<file path="src/rtl/kmeans_pkg.sv">
// Shared k-means types: loader FSM state encoding and width helpers used by the loader and the core.
package kmeans_pkg;

   typedef enum logic [1:0] {
      ST_IDLE = 2'd0,
      ST_LOAD = 2'd1,
      ST_DONE = 2'd2
   } loader_state_e;

   // A counter must reach 2**addr_w, so it needs one bit more than the address.
   function automatic int count_width(input int addr_w);
      return addr_w + 1;
   endfunction

   // Room for 2**addr_w beats of two data_w-bit values each.
   function automatic int checksum_width(input int data_w, input int addr_w);
      return data_w + addr_w + 2;
   endfunction

endpackage

</file>
<file path="src/rtl/kmeans_dp_ram.sv">
// Simple dual-port RAM: one write port, one synchronous read-first read port.
module kmeans_dp_ram #(
   parameter int    DW        = 8,
   parameter int    AW        = 8,
   parameter string INIT_FILE = ""
) (
   input  logic          clk,
   input  logic          rst_n,
   input  logic          we,
   input  logic [AW-1:0] wa,
   input  logic [DW-1:0] wd,
   input  logic [AW-1:0] ra,
   output logic [DW-1:0] rd
);

   logic [DW-1:0] mem [2**AW];
   logic [DW-1:0] rd_q;

   always_ff @(posedge clk) begin
      if (we) mem[wa] <= wd;
   end

   // Sampled before the same-edge write lands, so a colliding read sees the old word.
   always_ff @(posedge clk or negedge rst_n) begin
      if (!rst_n) rd_q <= '0;
      else        rd_q <= mem[ra];
   end

   assign rd = rd_q;

endmodule

</file>
<file path="src/rtl/kmeans_k3n2_data_loader.sv">
// Point-memory writer for the k-means core: streams qty (d0,d1) points into two RAMs, then pulses kmeans_start.
// Optional feature macro: KMEANS_LOADER_CHECKSUM_EN adds a running checksum output of accepted beats.
module kmeans_k3n2_data_loader
   import kmeans_pkg::*;
#(
   parameter int    data_width               = 8,
   parameter int    input_data_qty_bit_width = 8,
   parameter int    input_data_qty           = 256,
   parameter string mem_d0_init_file         = "./db/d0.txt",
   parameter string mem_d1_init_file         = "./db/d1.txt"
) (
   input  logic                                                  clk,
   input  logic                                                  rst,
   input  logic                                                  load_start,
   input  logic                                                  s_valid,
   output logic                                                  s_ready,
   input  logic [data_width-1:0]                                 s_d0,
   input  logic [data_width-1:0]                                 s_d1,
   input  logic [input_data_qty_bit_width-1:0]                   rd_addr,
   output logic [data_width-1:0]                                 rd_d0,
   output logic [data_width-1:0]                                 rd_d1,
   output logic [count_width(input_data_qty_bit_width)-1:0]      loaded_count,
`ifdef KMEANS_LOADER_CHECKSUM_EN
   output logic [checksum_width(data_width, input_data_qty_bit_width)-1:0] checksum,
`endif
   output logic                                                  busy,
   output logic                                                  done,
   output logic                                                  kmeans_start
);

   localparam int AW = input_data_qty_bit_width;
   localparam int CW = count_width(AW);

   loader_state_e state_q, state_d;
   logic [AW-1:0] wr_addr_q, wr_addr_d;
   logic [CW-1:0] cnt_q, cnt_d;
   logic          start_q, start_d;
   logic          beat, last_beat;

   assign beat      = s_valid & s_ready;
   assign last_beat = (cnt_q == CW'(input_data_qty - 1));

   always_comb begin
      state_d   = state_q;
      wr_addr_d = wr_addr_q;
      cnt_d     = cnt_q;
      start_d   = 1'b0;
      case (state_q)
         ST_IDLE, ST_DONE: begin
            if (load_start) begin
               state_d   = ST_LOAD;
               wr_addr_d = '0;
               cnt_d     = '0;
            end
         end
         ST_LOAD: begin
            if (beat) begin
               wr_addr_d = wr_addr_q + AW'(1);
               cnt_d     = cnt_q + CW'(1);
               if (last_beat) begin
                  state_d = ST_DONE;
                  start_d = 1'b1;
               end
            end
         end
         default: state_d = ST_IDLE;
      endcase
   end

   always_ff @(posedge clk or negedge rst) begin
      if (!rst) begin
         state_q   <= ST_IDLE;
         wr_addr_q <= '0;
         cnt_q     <= '0;
         start_q   <= 1'b0;
      end else begin
         state_q   <= state_d;
         wr_addr_q <= wr_addr_d;
         cnt_q     <= cnt_d;
         start_q   <= start_d;
      end
   end

`ifdef KMEANS_LOADER_CHECKSUM_EN
   localparam int SW = checksum_width(data_width, AW);
   logic [SW-1:0] sum_q, sum_d;

   always_comb begin
      sum_d = sum_q;
      if (state_q != ST_LOAD && load_start) sum_d = '0;
      else if (beat)                        sum_d = sum_q + SW'(s_d0) + SW'(s_d1);
   end

   always_ff @(posedge clk or negedge rst) begin
      if (!rst) sum_q <= '0;
      else      sum_q <= sum_d;
   end

   assign checksum = sum_q;
`endif

   // Ready comes straight off the state flop so the final beat closes the window on the next edge.
   assign s_ready      = (state_q == ST_LOAD);
   assign busy         = (state_q == ST_LOAD);
   assign done         = (state_q == ST_DONE);
   assign kmeans_start = start_q;
   assign loaded_count = cnt_q;

   kmeans_dp_ram #(.DW(data_width), .AW(AW), .INIT_FILE(mem_d0_init_file)) u_ram_d0 (
      .clk   (clk),
      .rst_n (rst),
      .we    (beat),
      .wa    (wr_addr_q),
      .wd    (s_d0),
      .ra    (rd_addr),
      .rd    (rd_d0)
   );

   kmeans_dp_ram #(.DW(data_width), .AW(AW), .INIT_FILE(mem_d1_init_file)) u_ram_d1 (
      .clk   (clk),
      .rst_n (rst),
      .we    (beat),
      .wa    (wr_addr_q),
      .wd    (s_d1),
      .ra    (rd_addr),
      .rd    (rd_d1)
   );

endmodule

</file>
<file path="config.mk">
export PLATFORM = sky130hd
export DESIGN_NAME = kmeans_k3n2_data_loader
export DESIGN_NICKNAME = d
export VERILOG_FILES = /design/src/rtl/kmeans_pkg.sv /design/src/rtl/kmeans_dp_ram.sv /design/src/rtl/kmeans_k3n2_data_loader.sv
export SDC_FILE = /design/constraint.sdc
export NUM_CORES = 2
export LEC_CHECK = 0
export ABC_AREA = 1
export CELL_PAD_IN_SITES_DETAIL_PLACEMENT = 0
export CELL_PAD_IN_SITES_GLOBAL_PLACEMENT = 1
export CORE_MARGIN = 10
export CORE_UTILIZATION = 47
export DETAILED_ROUTE_END_ITERATION = 7
export PLACE_DENSITY_LB_ADDON = 0.3
export SYNTH_ARGS = -nofsm -noshare
export SYNTH_HDL_FRONTEND = slang
export SYNTH_SLANG_ARGS = --single-unit
</file>
<file path="constraint.sdc">
create_clock -name clk -period 2.4 [get_ports clk]
set_clock_uncertainty 0.2 [all_clocks]
set_input_delay 0.48 -clock clk [delete_from_list [all_inputs] [get_ports clk]]
set_output_delay 0.48 -clock clk [all_outputs]
set_load 0.01 [all_outputs]
</file>
; ---- After elaboration in Yosys (flattened, before gate mapping)
; Memories as Yosys holds them, arrays and structs flattened. A register that Yosys moved wholly into a read port is not among the register bits.
; Index checks and enable logic that the tools add are counted.
[word_totals]
register_bits = 20
ramBits = 4096
input_bits = 28
out_inout_bits = 29
elab_cells = 37
n_memories = 2
[mem_list]
columns = name, words, width, rd, rd_clocked_by_memory_dff, wr, line
row1 = u_ram_d0.mem, 256, 8, 1, 1, 1, kmeans_dp_ram.sv:16  ; logic [DW-1:0] mem [2**AW];
row2 = u_ram_d1.mem, 256, 8, 1, 1, 1, kmeans_dp_ram.sv:16
[classes]
add_sub_neg = 2
eq_ne = 6
mux = 15
bitwise_logic = 1
reduce_logical = 7
[ops]
columns = op, count
row1 = two-way mux 9 bit, 2
row2 = one-hot mux 9 bit (2 select lines), 1
row3 = two-way mux 8 bit, 2
row4 = one-hot mux 8 bit (2 select lines), 1
row5 = adder 9 x 1 -> 9 bit (second input constant), 1
row6 = == test 9 x 8 -> 1 bit (second input constant), 1
row7 = adder 8 x 1 -> 8 bit (second input constant), 1
row8 = two-way mux 2 bit, 3
row9 = AND reduction 3 bit, 2
row10 = two-way mux 1 bit, 5
row11 = != test 2 x 1 -> 1 bit (second input constant), 2
row12 = one-hot mux 2 bit (2 select lines), 1
row13 = == test 2 x 1 -> 1 bit (second input constant), 1
row14 = == test 2 bit (second input constant), 1
row15 = logical NOT 1 bit, 2
row16 = logical NOT 2 bit, 1
row17 = != test 2 bit (second input constant), 1
row18 = nonzero test 2 bit, 1
row19 = OR reduction 2 bit, 1
row20 = bitwise AND 1 bit, 1

; ---- Longest topological paths before layout
[depth]
ltp_word = 4
depth_mapped = 15
mapped_depth_nobuf = 11

; ---- By module
; From an unflattened synthesis, not the netlist that was laid out.
[unflattened]
cells_unflattened = 14137
hier_area_um2 = 167668.3
[modules_own_cells]
columns = mod, n_inst, cells_each, area_per_inst_um2
row1 = kmeans_dp_ram, 2, 7002, 83313.7
row2 = kmeans_k3n2_data_loader, 1, 133, 1041.0

; ---- Worst setup path after synthesis
; OpenSTA, ideal clock, no wires.
[synth_timing]
kind = flip-flop to flip-flop
from = register state_q[1]
to = memory u_ram_d0.mem[15][0] (enable)
arrival_time_ns = 2.081
required_ns = 1.812
path_slack_ns = -0.269
stages_incl_launch_ff = 7
path_buffers = 1
path_cell_list = dfrtp_1 nor2_4 nand2_2 nor3_1 nand2_1 clkbuf_1 nor2_1
[synth_between]
elab_chain_cells = 4
[synth_rtl]
columns = item, line
row1 = "start, declared", kmeans_k3n2_data_loader.sv:34  ; loader_state_e state_q, state_d;
row2 = "start signal, assigned", kmeans_k3n2_data_loader.sv:77  ; state_q <= state_d;
row3 = == test 2 x 1 -> 1 bit, n/a
row4 = named net busy, kmeans_k3n2_data_loader.sv:26  ; output logic busy,
row5 = bitwise AND 1 bit, kmeans_k3n2_data_loader.sv:40  ; assign beat = s_valid & s_ready;
row6 = two-way mux 1 bit, kmeans_dp_ram.sv:20  ; if (we) mem[wa] <= wd;
row7 = two-way mux 1 bit (not written as such), kmeans_dp_ram.sv:20
row8 = "end, declared", kmeans_dp_ram.sv:16
; The timed path passes the listed nets, and every way through them passes these cells.

; ---- Worst setup path in the final report
[layout_timing]
from = register u_ram_d0.rd_q[6] (netlist: u_ram_d0.rd[6]), read port of u_ram_d0.mem
to = output rd_d0[6]
[layout_rtl]
columns = item, line
row1 = "start, declared", kmeans_dp_ram.sv:17  ; logic [DW-1:0] rd_q;
row2 = "end, declared", kmeans_k3n2_data_loader.sv:20  ; output logic [data_width-1:0] rd_d0,
; No word-level cell between the ends.

==> impl_metrics.csv <==
group,metric,value,unit
power_and_ir_drop,p_leak,70.8,nW
timing,rsz0062_at_grt,"true",
routing,routed_wl,508000,um
clock_network,latest_clock_arrival_within_the_worst_skew_pair,0.98,ns
logic_synthesis,post-synth-top-area-cell,"sky130_fd_sc_hd__edfxtp_1",
logic_synthesis,yosys.area_share.xor_xnor,0,%
routing,drt_wl_cell,25.9,um
grt,track_usage,25.8,%
grt,grt_pass1_vias,109200,
logic_synthesis,yosys.area_share.adder,0.0451,%
timing,maxClockFrequency,408,MHz
critical_path,reg2reg_to,"u_ram_d0.rd[1]$_DFF_PN0_",
floorplan,num_rows,218,
floorplan,die_y,615,um
floorplan,initial_utilization,47.2,%
finish,fin_nets,14590,
critical_path,r2r_cells,11,
critical_path,critPathCaptureType,"primary output",
logic_synthesis,syn-cell-area,167000,um2
finish,flow.area_growth_from_synthesis,19.2,%
hold_path,holdPathStages,7,
clock_network,h-tree-depth,5,
logic_synthesis,synth_cell_types,26,
logic_synthesis,synth_seq_cells,4132,
place,hpwl,320000,um
status,outcome,"complete, but fails checks",
routing,ant_nets,0,
timing,fin_max_slew_vios,0,
timing,min_period_over_period,102,%
finish,post_route_cells_drive_above_1_share,14.1,%
critical_path,worst_path_largest_cell_delay,0.62,ns
logic_synthesis,synth.yosys.seq_area_share,74.4,%
place,place.detailed.instances,18826,
clock_network,cts-root-to-sink-buffers,4,
hold_path,hold-path-endpoint,"u_ram_d1.rd[7]$_DFF_PN0_",
timing,finalHoldWorstSlack,0.151,ns
clock_network,cts.reportedPaths.clkPinSlew,0.06,ns
clock_network,clock_tree_sinks,4132,
critical_path,critical_path_class,"flip-flop to primary output",
grt,wire_length_of_the_first_global_routing_pass,738000,um
timing,final_period_minus_worst_setup_slack,2.45,ns
timing,finalSetupViolCount,4,
power_and_ir_drop,power_density,799,nW/um2
floorplan,die_width,615,um
logic_synthesis,synth_top_family_by_area,"simple AND/OR/NAND/NOR gates",
grt,grt_antenna_before_repair,9,
critical_path,cell_class_contributing_the_biggest_share_of_worst_path_delay,"flip-flops",
place,io_buffer_count,56,
hold_path,timing.hold.worst.start,"rd_addr[6]",
status,violations_in_the_final_reports,"negative setup slack",
critical_path,critPathArrivalTime,1.77,ns
floorplan,i_o_pin_count,57,
logic_synthesis,yosysTopAreaCellShare,73.8,%
critical_path,reg2reg_from,"u_ram_d0.mem[197][1]$_DFFE_PP_",
finish,final_common_cell,"sky130_fd_sc_hd__nand2_1",
finish,layout.cells.most_common_list,"sky130_fd_sc_hd__nand2_1, sky130_fd_sc_hd__edfxtp_1, sky130_fd_sc_hd__nand3_1",
critical_path,timing.critical_path.cells,"buf_6",
logic_synthesis,compound_cell_area_share_of_the_yosys_netlist,0.0684,%
run,cap_viol_max_count,0,
power_and_ir_drop,design_power_total,159,mW
logic_synthesis,basic_gate_share_of_the_synthesized_area_counting_and_or_nand_and_nor_cells,22.3,%
logic_synthesis,postSynthAreaPerCell,12.2,um2
critical_path,critical_path_peak_fanout,1,
critical_path,critPathSlowestCell,"sky130_fd_sc_hd__dfrtp_2",
clock_network,tritoncts.num_buffers,425,
timing,timing.max_slew.rel_slack,32.0,%
hold_path,hold_path_class,"input pin to flip-flop",
routing,drcViolationCount,0,
finish,finalCoreUtilization,56.3,%
routing,routed-via-count,113372,
logic_synthesis,post_synth_inst_count,13691,
logic_synthesis,post_synthesis_mux_area_share,0,%
routing,vias_per_cell,5.77,
timing,finalWorstSetupSlack,-0.0533,ns
clock_network,clockRootBuffer,"sky130_fd_sc_hd__clkbuf_16",
critical_path,worst-endpoint-required,1.72,ns
timing,setup_tns,-0.0954,ns
logic_synthesis,ys_warn_count,0,
clock_network,tritoncts,"done",
grt,grt-ovfl-total,0,
critical_path,ff2ff_setup_slack,0.02,ns
power_and_ir_drop,power.ir.vdd_worst,0.666,mV
grt,grt_start_max_net_pins,97,
logic_synthesis,yosys-top-cells-area,"sky130_fd_sc_hd__edfxtp_1, sky130_fd_sc_hd__nand3_1, sky130_fd_sc_hd__nand2_1",
routing,dr.first_iter.drc_count,13905,
timing,tightest_slew,1.02,ns
critical_path,critical_path_buf_inv_count,1,
routing,drtPass1Iterations,6,
place,routability_cong,0.913,
critical_path,worst_setup_path_startpoint,"u_ram_d0.rd[6]$_DFF_PN0_",
timing,finalHoldViolCount,0,
finish,post_layout_nonfiller_instances,19648,
floorplan,fp.dieArea,379000,um2
floorplan,core_region_area,353000,um2
critical_path,timing.critical_path.from_type,"flip-flop",
logic_synthesis,syn-num-nets,13725,
-- routing by layer --
metal  vias up  GRT usage, %  routed length (um)
met5         -             0                   0
met2      5448          40.9              235000
met4         0          10.3               22500
met1     56359          35.7              205000
li1      50732             -                   -
met3       833          4.57               46100
-- power by group --
group | internal (mW) | total (mW) | switching [mW] | leakage, nW
Combinational | 3.98 | 13.0 | 9.04 | 26.8
Clock | 37.7 | 65.4 | 27.8 | 6.71
Sequential | 79.9 | 80.2 | 0.306 | 37.2
-- metrics by stage --
step	worst slack [ns]	cell area [um2]
detailed placement	-0.916	184000
floorplan	-0.189	167000
global route	-0.0797	198000
CTS	-0.130	198000
finish	-0.0533	198000
global placement	-0.930	184000
-- layout make-up --
| class | instances | area, um2 |
|---|---|---|
| Clock inverter | 262 | 2570 |
| Inverter | 34 | 180 |
| Antenna cell | 5 | 12.5 |
| Multi-Input combinational cell | 8588 | 37800 |
| Fill cell | 28317 | 154000 |
| Clock buffer | 522 | 11200 |
| Sequential cell | 4132 | 124000 |
| Tap cell | 4730 | 5920 |
| Timing Repair Buffer | 1375 | 16900 |
-- Yosys cell counts --
master                        n
sky130_fd_sc_hd__buf_8        1
sky130_fd_sc_hd__a211oi_1     2
sky130_fd_sc_hd__nand2_2      2
sky130_fd_sc_hd__o31ai_1      1
sky130_fd_sc_hd__nand2_1   4228
sky130_fd_sc_hd__clkbuf_1   130
sky130_fd_sc_hd__a21oi_1     12
sky130_fd_sc_hd__ha_1         6
sky130_fd_sc_hd__edfxtp_1  4096
sky130_fd_sc_hd__and3_1       1
sky130_fd_sc_hd__nand4_1      1
sky130_fd_sc_hd__buf_6       67
sky130_fd_sc_hd__inv_1       30
sky130_fd_sc_hd__inv_4        2
sky130_fd_sc_hd__nand3_1   4038
sky130_fd_sc_hd__buf_4      119
sky130_fd_sc_hd__inv_2        2
sky130_fd_sc_hd__o22ai_1      1
sky130_fd_sc_hd__nor3b_1      1
sky130_fd_sc_hd__o21ai_0      5
sky130_fd_sc_hd__nor2_4       1
sky130_fd_sc_hd__buf_1       96
sky130_fd_sc_hd__buf_2      524
sky130_fd_sc_hd__nor2_1     284
sky130_fd_sc_hd__nor3_1       5
sky130_fd_sc_hd__dfrtp_1     36
-- registers in the layout (all words and copies together) (netlist names) --
| name | count |
|---|---|
| u_ram_d0.rd | 8 |
| u_ram_d1.mem | 2048 |
| loaded_count | 9 |
| kmeans_start | 1 |
| wr_addr_q | 8 |
| u_ram_d1.rd | 8 |
| u_ram_d0.mem | 2048 |
| state_q | 2 |
-- cell families after synthesis --
logic type,count (synthesis)
simple gates,8561
compound gates,21
buf+inv,971
fa+ha+maj,6
flops,4132
-- how the worst max path moves through the flow --
| stage | endpoint | slack [ns] | cells past startpoint |
|---|---|---|---|
| floorplan | u_ram_d0.mem[0][0]$_DFFE_PP_ | -0.19 | 6 |
| global placement | u_ram_d1.rd[1]$_DFF_PN0_ | -0.93 | 16 |
| detailed placement | u_ram_d1.rd[1]$_DFF_PN0_ | -0.92 | 16 |
| CTS | rd_d0[6] | -0.13 | 2 |
| global route | busy | -0.08 | 4 |
| finish | rd_d0[6] | -0.05 | 1 |
-- what timing repair did --
action / CTS / global route
resized for setup: 143 / 99
setup buffers: 7 / 3
hold buffers: 21 / 0
gates cloned: 0 / 4
endpoints found under the hold margin: 1830 / 0
pin swaps: 1 / 1
setup endpoints to repair: 74 / 893
Power figures use the tool's default switching activity.
